<file path="src/rtl/mmio_console_responder.sv">
// Memory-mapped console responder: CPU stores to TXDATA fill a byte FIFO,
// a drain FSM streams bytes out on a valid/ready interface with an idle gap
// after every byte. Status, control and a transmitted-byte counter are readable.
module mmio_console_responder #(
  parameter int unsigned           WIDTH      = 32,
  parameter logic [WIDTH-1:0]      BASE_ADDR  = WIDTH'(32'h0000_F000),
  parameter int unsigned           FIFO_DEPTH = 8,
  parameter int unsigned           GAP_CYCLES = 4
) (
  input  logic             InputClk,
  input  logic             rst,
  input  logic [WIDTH-1:0] AddressBus,
  input  logic [WIDTH-1:0] DataBusOut,
  input  logic [2:0]       ControlBus,
  output logic [WIDTH-1:0] DataBusIn,
  output logic             Hit,
  output logic [7:0]       tx_data,
  output logic             tx_valid,
  input  logic             tx_ready
);

  localparam int unsigned PTR_W = $clog2(FIFO_DEPTH);
  localparam int unsigned GAP_W = (GAP_CYCLES > 1) ? $clog2(GAP_CYCLES) : 1;

  typedef enum logic [1:0] {
    IDLE,
    SEND,
    GAP
  } drainState_e;

  drainState_e      state;
  logic [7:0]       fifoMem [FIFO_DEPTH];
  logic [PTR_W-1:0] wrPtr;
  logic [PTR_W-1:0] rdPtr;
  logic [PTR_W:0]   fifoCount;
  logic             overflow;
  logic             drainEnable;
  logic [31:0]      txCount;
  logic [GAP_W-1:0] gapCnt;

  logic        rdEn;
  logic        wrEn;
  logic [1:0]  regSel;
  logic        fifoEmpty;
  logic        fifoFull;
  logic        pushReq;
  logic        pushOk;
  logic        pop;
  logic        ctrlWr;
  logic [31:0] rdData;
  logic        unusedBits;

  assign Hit       = (AddressBus[WIDTH-1:4] == BASE_ADDR[WIDTH-1:4]);
  assign rdEn      = Hit & ControlBus[1];
  assign wrEn      = Hit & ControlBus[2];
  assign regSel    = AddressBus[3:2];
  assign fifoEmpty = (fifoCount == '0);
  assign fifoFull  = (fifoCount == (PTR_W + 1)'(FIFO_DEPTH));
  assign pushReq   = wrEn && (regSel == 2'd0);
  assign pop       = (state == IDLE) && drainEnable && !fifoEmpty;
  // A same-edge pop frees the slot, so a push into a full FIFO still lands.
  assign pushOk    = pushReq && (!fifoFull || pop);
  assign ctrlWr    = wrEn && (regSel == 2'd2);

  // Byte address bits, the CPU's spare control bit and upper store data are not decoded.
  assign unusedBits = ^{ControlBus[0], AddressBus[1:0], DataBusOut[WIDTH-1:8]};

  // FIFO storage write port; contents need no reset since pointers define validity.
  always_ff @(posedge InputClk) begin
    if (pushOk) begin
      fifoMem[wrPtr] <= DataBusOut[7:0];
    end
  end

  // FIFO pointers, occupancy, sticky overflow and drain enable.
  always_ff @(posedge InputClk or negedge rst) begin
    if (!rst) begin
      wrPtr       <= '0;
      rdPtr       <= '0;
      fifoCount   <= '0;
      overflow    <= 1'b0;
      drainEnable <= 1'b1;
    end else begin
      if (pushOk) begin
        wrPtr <= wrPtr + PTR_W'(1);
      end
      if (pop) begin
        rdPtr <= rdPtr + PTR_W'(1);
      end
      case ({pushOk, pop})
        2'b10:   fifoCount <= fifoCount + (PTR_W + 1)'(1);
        2'b01:   fifoCount <= fifoCount - (PTR_W + 1)'(1);
        default: fifoCount <= fifoCount;
      endcase
      // A dropped byte on the same edge as a clear leaves the flag set.
      if (pushReq && fifoFull && !pop) begin
        overflow <= 1'b1;
      end else if (ctrlWr && DataBusOut[1]) begin
        overflow <= 1'b0;
      end
      if (ctrlWr) begin
        drainEnable <= DataBusOut[0];
      end
    end
  end

  // Drain FSM: pop a byte, hold it until accepted, then idle for the gap.
  always_ff @(posedge InputClk or negedge rst) begin
    if (!rst) begin
      state    <= IDLE;
      tx_data  <= '0;
      tx_valid <= 1'b0;
      txCount  <= '0;
      gapCnt   <= '0;
    end else begin
      case (state)
        IDLE: begin
          if (pop) begin
            tx_data  <= fifoMem[rdPtr];
            tx_valid <= 1'b1;
            state    <= SEND;
          end
        end
        SEND: begin
          if (tx_ready) begin
            tx_valid <= 1'b0;
            txCount  <= txCount + 32'd1;
            gapCnt   <= GAP_W'(GAP_CYCLES - 1);
            state    <= GAP;
          end
        end
        GAP: begin
          if (gapCnt == '0) begin
            state <= IDLE;
          end else begin
            gapCnt <= gapCnt - GAP_W'(1);
          end
        end
        default: state <= IDLE;
      endcase
    end
  end

  // Zero-latency register read mux; pre-edge values are returned during a write.
  always_comb begin
    rdData = '0;
    case (regSel)
      2'd1:    rdData = {16'h0000, 8'(fifoCount), 4'h0, tx_valid, overflow, fifoFull, fifoEmpty};
      2'd2:    rdData = {31'h0, drainEnable};
      2'd3:    rdData = txCount;
      default: rdData = '0;
    endcase
    DataBusIn = rdEn ? WIDTH'(rdData) : '0;
  end

endmodule

</file>
<file path="config.mk">
export PLATFORM = sky130hd
export DESIGN_NAME = mmio_console_responder
export DESIGN_NICKNAME = d
export VERILOG_FILES = /design/src/rtl/mmio_console_responder.sv
export SDC_FILE = /design/constraint.sdc
export NUM_CORES = 1
export LEC_CHECK = 0
export ABC_AREA = 0
export BUFFER_PORTS_ARGS = -buffer_cell sky130_fd_sc_hd__buf_2
export CAP_MARGIN = 10
export CORE_MARGIN = 4
export CORE_UTILIZATION = 50
export DETAILED_ROUTE_END_ITERATION = 8
export PLACE_DENSITY_LB_ADDON = 0.05
export SKIP_CTS_REPAIR_TIMING = 1
export SYNTH_ARGS = -nofsm -noshare
export SYNTH_HDL_FRONTEND = slang
export SYNTH_SLANG_ARGS = --single-unit
</file>
<file path="constraint.sdc">
create_clock -name InputClk -period 3.3 [get_ports InputClk]
set_input_delay 0.66 -clock InputClk [delete_from_list [all_inputs] [get_ports InputClk]]
set_output_delay 0.66 -clock InputClk [all_outputs]
set_load 0.05 [all_outputs]
</file>
==> summary.txt <==
Run status
  – Status: completed

Detailed routing
  – Residual DRC count: 0
  – 1st-pass router iterations: 4
  – Vias after detailed routing: 3500
  – Starting DRT DRC Count: about 240
  – Routed WL: around 11000 um
  – Vias per cell: 5.30
  – Post-route ant nets: 0
  – WL per Instance: approximately 17 um

GRT
  – GRT Total Usage: between 10% and 20%
  – Grt total ovfl: 0
  – Initial antenna violation count: 1
  – Largest net degree at the start of global routing: 37
  – Number of global-route vias before repair: 3618
  – First-pass GRT wire length: 18200 um

STA
  – Max-slew violations: 0
  – Final setup fails: 0
  – Least-Margin Pin Slew: 914 ps
  – Fmax: roughly 0.31 GHz
  – Rel. slew slack: 39.1%
  – Final Hold Vio Count: 0
  – Period utilization: 98.9%
  – Post-Route Skew: 10.1 ps
  – Tmin final: 3270 ps

Yosys
  – Synthesis-stage register bit count: about 120
  – Post-synthesis async set-or-reset flop share: between 40% and 50%
  – Top cell type by total area after synthesis: edfxtp_1
  – Top cells by count, synth: edfxtp_1 (64), dfrtp_1 (56), nor2_1 (39), nand2_1 (25), xnor2_1 (24)
  – Mapped Cells: approximately 400
  – Distinct cells, synth: 54
  – Post-Syn Nets: 480
  – YS warnings: 0
  – Top cell type's share of synthesized area: 35.3%
  – Seq/Total Area, Yosys: 61.5%
  – Synthesized area: 5440 sq um
  – Main synth FF type: edfxtp_1
  – Avg Cell Area, Syn: 13.5 sq um
  – Largest cells by area after synthesis: edfxtp_1 (35%), dfrtp_1 (26%), mux4_2 (6.6%)
  – Number of synthesized flops with an enable pin: 64
  – Count leader, synth: edfxtp_1

Final layout
  – # nets final: just under 600
  – Final Util: roughly 67%
  – P&R area growth vs syn: 29.1%
  – Fill count: 794
  – Layout cells sized above 1: 37.0%
  – ANT cells: 0

Floorplan
  – Die Wd: 112 um
  – Boundary pin count: approximately 110
  – Initial Util: 52.0%
  – Die H: between 100 and 150 um
  – Total die area: 12600 sq um
  – Core region area: 10500 sq um
  – Rows: 37

Pwr
  – LEAKAGE: 2.94 nW
  – Pwr dens: 493 nW/um^2
  – Comb pwr share: 2.0%
  – Sw frac: between 10% and 20%
  – Pint: 2.79 mW
  – Max IR drop VDD: between 200 and 250 uV
  – Flop pwr share: 46.0%
  – Net Sw Power: 0.679 mW
  – Total power: 3.47 mW
  – Clk pwr share: 52.0%

Flow run
  – Max-Cap Viols: 0

Setup path
  – Crit path kind: primary input to output port
  – Crit path top cell by count: buf_6
  – Critical Path, Cell by Cell: buf_2, or4_1, nor4_4, and2_4, nand3_4, nor2_4, buf_6, and2_1, buf_6
  – Crit start category: primary input
  – Crit-path max FO: 5
  – CP Data Required Time: 2640 ps
  – Critical Path AT: 2610 ps
  – Slowest CP cell: or4_1
  – Slowest stage delay, CP: 560 ps
  – CP Capture Type: output port

Clocking
  – Clock sink count: 121
  – Root buf cell: clkbuf_8
  – Clk Latency, worst-skew pair: between 500 and 600 ps
  – CTS max path bufs: 2
  – Max H-tree Level: 4
  – CTS tree: yes
  – CTS Buf Count: 17
  – Clk pin slew, worst setup/hold paths: 60 ps

Hold path
  – Worst min-delay path category: primary input to async pin

Placement
  – Placer Congestion: between 0.7 and 0.8
  – PortBufs: 84
  – Post-DP HPWL: 7580 um
per-layer routing:
layer	wire, um	share of wire [%]	track usage (%)
met5	10	0.089	0
met4	101	0.90	5.29
met3	596	5.3	5.01
met2	5500	49	29.2
met1	5080	45	25.7
state kept, by name, indices dropped and copies added, names as in the netlist:
name and cells:
fifoMem 64, txCount 32, tx_data 8, fifoCount 4
rdPtr 3, wrPtr 3, gapCnt 2, state 2
drainEnable 1, overflow 1, tx_valid 1
logic make-up (layout without fill, tap and decap cells):
group	after synthesis	in the layout	share of synthesized area [%]
adders and majority gates	7	7	1.75
muxes	38	38	10.9
DFF	121	121	61.5
xor gates and xnor gates	38	38	6.11
AOI/OAI and AO/OA	22	22	2.69
and+or+nand+nor	151	151	15.2
buffers and inverters	26	148	1.89
power groups by stage:
stage	logic, mW	registers, mW	clock network (mW)
floorplan	0.0130	1.62	0
global placement	0.0653	1.62	0
global route	0.0780	1.59	1.92
finish	0.0688	1.59	1.80
detailed placement	0.0684	1.62	0
CTS	0.0686	1.59	1.85
placed cells by master (no fill, tap or decap), types with 4 or more instances in the layout:
master,instances
mux2i_1,17
inv_1,12
nor2_1,31
nand3_1,13
buf_2,61
and3_1,7
dfrtp_1,56
clkbuf_16,16
xor2_1,14
nand2b_1,4
nor3_1,5
and2_4,16
clkinvlp_4,4
ha_1,6
nor2_4,8
nand2_1,25
mux4_2,16
and2_1,8
edfxtp_1,64
nand4_1,6
nor3_4,4
buf_4,17
xnor2_1,24
a21oi_1,12
buf_6,24
critical path: cells and delay by family:
| family | cells | cell delay, ps |
|---|---|---|
| buffers and inverters | 3 | 410 |
| AND/OR/NAND/NOR | 6 | 1510 |
stage by stage:
stage / cell area, sq um / hold slack [ps] / worst slack (ps) / TNS, ps / instances
final: 7030 / 279 / 34.9 / 0 / 661
after global routing: 7030 / 345 / -51.3 / -800 / 661
after CTS: 6780 / 293 / -84.4 / -1560 / 658
after detailed placement: 6190 / 460 / -70.0 / -1230 / 626
after global placement: 6190 / 459 / -49.2 / -972 / 626
after floorplan: 5540 / 364 / 6.94 / 0 / 403
final timing paths:
path	from	to	slack (ps)	cells past startpoint
worst max-delay path	AddressBus[5]	DataBusIn[18]	30	9
worst min-delay path	rst	tx_data[6]	280	1
worst max register to register	drainEnable	fifoCount[3]	650	8
max in group asynchronous	rst	drainEnable	2230	2
min in group InputClk	tx_ready	state[0]	400	2
worst min register to register	txCount[31]	txCount[31]	470	1
layout make-up:
class | instances | area [sq um] | area share, %
tap | 136 | 170 | 2.42
clock buffer | 21 | 439 | 6.25
sequential | 121 | 3350 | 47.7
timing repair buffer | 104 | 733 | 10.4
clock inverter | 11 | 146 | 2.08
multi-input combinational | 256 | 2140 | 30.5
inverter | 12 | 45.0 | 0.641
Note: power is estimated with default switching activity, not from simulation.
